===== src/rtl/mul4_tournament_evaluator.sv =====
// Drives an evolved mul4 candidate with LFSR operand pairs and scores its outputs bitwise against A*B.
// Done pulses NUM_VECTORS*(SETTLE_CYCLES+2)+1 cycles after start; no backpressure, abort cancels.
module mul4_tournament_evaluator #(
    parameter int NUM_VECTORS   = 256,
    parameter int SETTLE_CYCLES = 1,
    parameter int SCORE_W       = 24
) (
    input  logic               clk,
    input  logic               rst_n,
    input  logic               start,
    input  logic               abort,
    input  logic [31:0]        seed,
    output logic [15:0]        cand_a1,
    output logic [15:0]        cand_a0,
    output logic [15:0]        cand_b1,
    output logic [15:0]        cand_b0,
    input  logic [15:0]        cand_y3,
    input  logic [15:0]        cand_y2,
    input  logic [15:0]        cand_y1,
    input  logic [15:0]        cand_y0,
    output logic               busy,
    output logic               done,
    output logic [SCORE_W-1:0] score,
    output logic [15:0]        perfect_cnt
);

    typedef enum logic [2:0] {ST_IDLE, ST_DRIVE, ST_WAIT, ST_COMPARE, ST_FIN} state_t;

    function automatic logic [31:0] lfsr_step(input logic [31:0] s);
        return s[0] ? ((s >> 1) ^ 32'h8020_0003) : (s >> 1);
    endfunction

    function automatic logic [6:0] popcount64(input logic [63:0] v);
        logic [6:0] cnt;
        cnt = 7'd0;
        for (int i = 0; i < 64; i++) begin
            cnt = cnt + 7'(v[i]);
        end
        return cnt;
    endfunction

    state_t               r_state, w_state_nxt;
    logic [31:0]          r_lfsr;
    logic [31:0]          r_op_a, r_op_b;
    logic [63:0]          r_gold;
    logic [15:0]          r_vec_cnt;
    logic [3:0]           r_wait_cnt;
    logic                 r_busy, r_done;
    logic [SCORE_W-1:0]   r_score;
    logic [15:0]          r_perfect;

    logic [31:0]          w_lfsr_b, w_lfsr_nxt;
    logic [63:0]          w_cand_y;
    logic [6:0]           w_match;
    logic [15:0]          w_vec_inc;
    logic                 w_last, w_abort;

    assign w_lfsr_b   = lfsr_step(r_lfsr);
    assign w_lfsr_nxt = lfsr_step(w_lfsr_b);
    assign w_cand_y   = {cand_y3, cand_y2, cand_y1, cand_y0};
    assign w_match    = popcount64(~(w_cand_y ^ r_gold));
    assign w_vec_inc  = r_vec_cnt + 16'd1;
    assign w_last     = (w_vec_inc == 16'(NUM_VECTORS));
    assign w_abort    = (r_state != ST_IDLE) && abort;

    always_ff @(posedge clk or negedge rst_n) begin
        if (!rst_n) begin
            r_state <= ST_IDLE;
        end else begin
            r_state <= w_state_nxt;
        end
    end

    always_comb begin
        w_state_nxt = r_state;
        case (r_state)
            ST_IDLE:    if (start) w_state_nxt = ST_DRIVE;
            ST_DRIVE:   w_state_nxt = (SETTLE_CYCLES > 0) ? ST_WAIT : ST_COMPARE;
            ST_WAIT:    if (r_wait_cnt == 4'(SETTLE_CYCLES - 1)) w_state_nxt = ST_COMPARE;
            ST_COMPARE: w_state_nxt = w_last ? ST_FIN : ST_DRIVE;
            ST_FIN:     w_state_nxt = ST_IDLE;
            default:    w_state_nxt = ST_IDLE;
        endcase
        // Abort wins over every in-flight transition, including the last COMPARE.
        if (w_abort) w_state_nxt = ST_IDLE;
    end

    always_ff @(posedge clk or negedge rst_n) begin
        if (!rst_n) begin
            r_lfsr     <= 32'd1;
            r_op_a     <= '0;
            r_op_b     <= '0;
            r_gold     <= '0;
            r_vec_cnt  <= '0;
            r_wait_cnt <= '0;
            r_busy     <= 1'b0;
            r_done     <= 1'b0;
            r_score    <= '0;
            r_perfect  <= '0;
        end else begin
            r_done <= 1'b0;
            if (w_abort) begin
                r_busy <= 1'b0;
            end else begin
                case (r_state)
                    ST_IDLE: begin
                        if (start) begin
                            r_lfsr    <= (seed == 32'd0) ? 32'd1 : seed;
                            r_score   <= '0;
                            r_perfect <= '0;
                            r_vec_cnt <= '0;
                            r_busy    <= 1'b1;
                        end
                    end
                    ST_DRIVE: begin
                        r_op_a     <= r_lfsr;
                        r_op_b     <= w_lfsr_b;
                        r_gold     <= {32'd0, r_lfsr} * {32'd0, w_lfsr_b};
                        r_lfsr     <= w_lfsr_nxt;
                        r_wait_cnt <= '0;
                    end
                    ST_WAIT: r_wait_cnt <= r_wait_cnt + 4'd1;
                    ST_COMPARE: begin
                        r_score   <= r_score + SCORE_W'(w_match);
                        if ((w_match == 7'd64) && (r_perfect != 16'hFFFF)) begin
                            r_perfect <= r_perfect + 16'd1;
                        end
                        r_vec_cnt <= w_vec_inc;
                    end
                    ST_FIN: begin
                        r_done <= 1'b1;
                        r_busy <= 1'b0;
                    end
                    default: ;
                endcase
            end
        end
    end

    assign cand_a1     = r_op_a[31:16];
    assign cand_a0     = r_op_a[15:0];
    assign cand_b1     = r_op_b[31:16];
    assign cand_b0     = r_op_b[15:0];
    assign busy        = r_busy;
    assign done        = r_done;
    assign score       = r_score;
    assign perfect_cnt = r_perfect;

endmodule

===== config.mk =====
export PLATFORM = sky130hd
export DESIGN_NAME = mul4_tournament_evaluator
export DESIGN_NICKNAME = d
export VERILOG_FILES = /design/src/rtl/mul4_tournament_evaluator.sv
export SDC_FILE = /design/constraint.sdc
export NUM_CORES = 2
export LEC_CHECK = 0
export ABC_CLOCK_PERIOD_IN_PS = 8800
export CORE_MARGIN = 2
export CORE_UTILIZATION = 68
export DETAILED_ROUTE_END_ITERATION = 12
export DONT_BUFFER_PORTS = 1
export PLACE_DENSITY = 0.84
export SYNTH_ARGS = -nofsm -noshare
export SYNTH_HDL_FRONTEND = slang
export SYNTH_SLANG_ARGS = --single-unit

===== constraint.sdc =====
create_clock -name clk -period 8.8 [get_ports clk]
set_input_delay 0 -clock clk [delete_from_list [all_inputs] [get_ports clk]]
set_output_delay 0 -clock clk [all_outputs]
set_load 0.01 [all_outputs]

==> impl_metrics.ini <==
[run]
maxCapViolations = 0

[yosys]
yosysMostFrequentCell = inv_1
synth-seq-area-share_pct = 11.85
synth.top_cells.by_count = 1050 x inv_1, 889 x fa_1, 543 x nand2_1, 318 x ha_1, 238 x nor2_1
syn_inst = 4487
syn_nets = 5794
syn-mean-instance-area_um2 = 9.229
synth.distinct_cells = 77
synth-main-ff-cell = dfrtp_1
synthesis.area_mm2 = 0.04141
yosysTopAreaCell = fa_1
synth_edf_count = 0
async_reset_ff_share_pct = 100.0
ys_warn_count = 0
ys_seq_elements = 196
synth_top_cell_area_share_pct = 42.98
synthTopCellsByArea = fa_1 43%, dfrtp_1 12%, ha_1 9.6%, inv_1 9.5%, nand2_1 4.9%

[timing]
slew_headroom_pct = 23.35
rsz0062_at_grt = false
setup_violations = 0
worst_pin_slew_ns = 1.150
fin_tns_setup_ns = 0
skew_ns = 0.02337
finalCritPeriodShare_pct = 95.26
slew_violations = 0
fmax_mhz = 119.3
hold_violations = 0
period_minus_slack_ns = 8.383

[critical_path]
cpPeakStageDelay_ns = 0.74
path_max_fanout = 24
crit_path_start_kind = register
path_depth = 24
crit_chain = buf_4 > and2_1 > inv_1 > fa_1 > fa_1 > inv_1 > fa_1 > fa_1 > fa_1 > fa_1 > fa_1 > inv_1 > fa_1 > inv_1 > ha_1 > nand2_1 > o211a_1 > o41ai_2 > o21ai_0 > a31oi_1 > o21ai_1 > and2_1 > or4_1 > nand3_1
arrival_ns = 8.82
required_ns = 9.24
cp_top_family = adder cells
reg2reg_slack_ns = 0.42
crit_type = reg -> reg
critPathLaunch = r_lfsr[13]
crit_slowest_cell = dfrtp_1
r2r-start = r_lfsr[13]
crit_end = r_gold[57]
r2r-end = r_gold[57]
path_common_cell = fa_1
r2r_cells = 24
endpoint_kind = register
critPathBufInv = 5

[floorplanning]
die_w_um = 250.8
fp-row-count = 90
start_util_pct = 68.74
core-area_mm2 = 0.06025
die_height_um = 250.8
ioPinCount = 206
dieArea_mm2 = 0.06289

[route]
drt_iter0_markers = 2730
ant_nets = 0
via_per_inst = 6.032
finalWirelength_um = 118800
drtPass1Iterations = 8
vias = 31380
drc = 0
wl_per_cell_um = 22.84

[placement]
post_dp_cell_area_mm2 = 0.04215
port_buffers = 0
place_inst = 5129
place_congestion = 1.015
dp_hpwl_um = 97110

[finish]
drive_above_1_share_pct = 3.895
nets = 5710
fillers = 4215
multi_input_area_mm2 = 0.03153
final_cells = 5202
regArea_mm2 = 0.004908
finish.instance_area_mm2 = 0.04322
synthToLayoutAreaGrowth_pct = 4.378

[clock_network]
clockRootBuffer = clkbuf_16
cts_setup_buffers = 0
clk_latency_ns = 0.52
cts_sinks = 196
htreeDepth = 4
cts_made_buffers = 17
clk_pin_slew_ns = 0.10
cts_tree = done
clk_path_buf_depth = 2

[grt]
grt_pass1_vias = 34500
antenna_found_initial = 4
grt-ovfl-total = 0
grt_max_degree = 197
grt_pass1_wl_um = 187400
track_usage_pct = 39.65

[worst_hold_path]
hp-start = start
worstHoldPathType = in -> reg

[outcome]
status = completed
[metrics by stage]
stage          hold slack [ns]  util [%]  worst slack (ns)
6_report               0.02060     71.74            0.4172
5_1_grt                0.01753     71.73           0.01095
4_1_cts               0.005168     71.72            0.4897
3_5_place_dp           -0.2915     69.96            0.5385
3_3_place_gp           -0.2918     69.96            0.6041
2_1_floorplan          -0.2956         -            0.6837
[layout make-up]
cell class / count / area share (%)
antenna: 4 / 0.02316
clock buffer: 17 / 0.9842
clock inverter: 15 / 0.5703
inverter: 1054 / 9.153
multi-input combinational: 2996 / 72.94
sequential: 196 / 11.36
tap: 782 / 2.264
timing repair buffer: 138 / 2.710
[cell usage in the layout (no fill, tap or decap), drive strengths merged, types with 68 or more instances in the layout]
master / instances
and2: 166
ha: 318
a21oi: 92
buf: 102
dfrtp: 195
xor2: 68
nor2: 238
nand2: 544
xnor2: 102
o21ai: 145
fa: 889
inv: 1060
[per-layer routing]
layer	part of all wire, %	up-vias	track usage, %
met2	47	1786	64.27
met5	0.039	-	0.3861
met3	10	586	11.06
li1	-	13210	-
met1	35	15790	46.69
met4	7.8	4	25.83
[sequential cells by signal (all words and copies together), names as in the netlist]
name	cells
busy	1
done	1
perfect_cnt	16
r_gold	64
r_lfsr	32
r_op_a	31
r_op_b	4
r_state	3
r_vec_cnt	16
r_wait_cnt	4
score	24
[worst min-delay path by stage]
stage           endpoint  cells past startpoint
3_3_place_gp   score[16]                      0
4_1_cts         score[9]                      3
6_report        score[9]                      3
5_1_grt         score[9]                      3
3_5_place_dp   score[15]                      0
2_1_floorplan       busy                      0
[tightest hold or removal path, delay by kind of cell]
family / cells / cell delay [ns]
buffers and inverters: 1 / 0.23
and+or+nand+nor: 2 / 0.27
[cell families (layout without fill, tap and decap cells)]
kind of cell	after synthesis	after routing	share of synthesized area [%]
xor+xnor	170	170	3.596
flops	196	196	11.85
other cells	0	4	0
buf+inv	1295	1224	12.06
mux	6	6	0.1541
fa+ha+maj	1207	1207	52.59
compound gates	425	425	6.451
simple gates	1188	1188	13.30
[what timing repair did]
item | CTS | global route
endpoints found under the hold margin | 253 | 0
hold buffers | 37 | 0
resized for setup | 0 | 2
setup endpoints to repair | 0 | 2
Power is not shown: default switching activity piles up to over one toggle a cycle in this logic, so the estimate is an artifact.
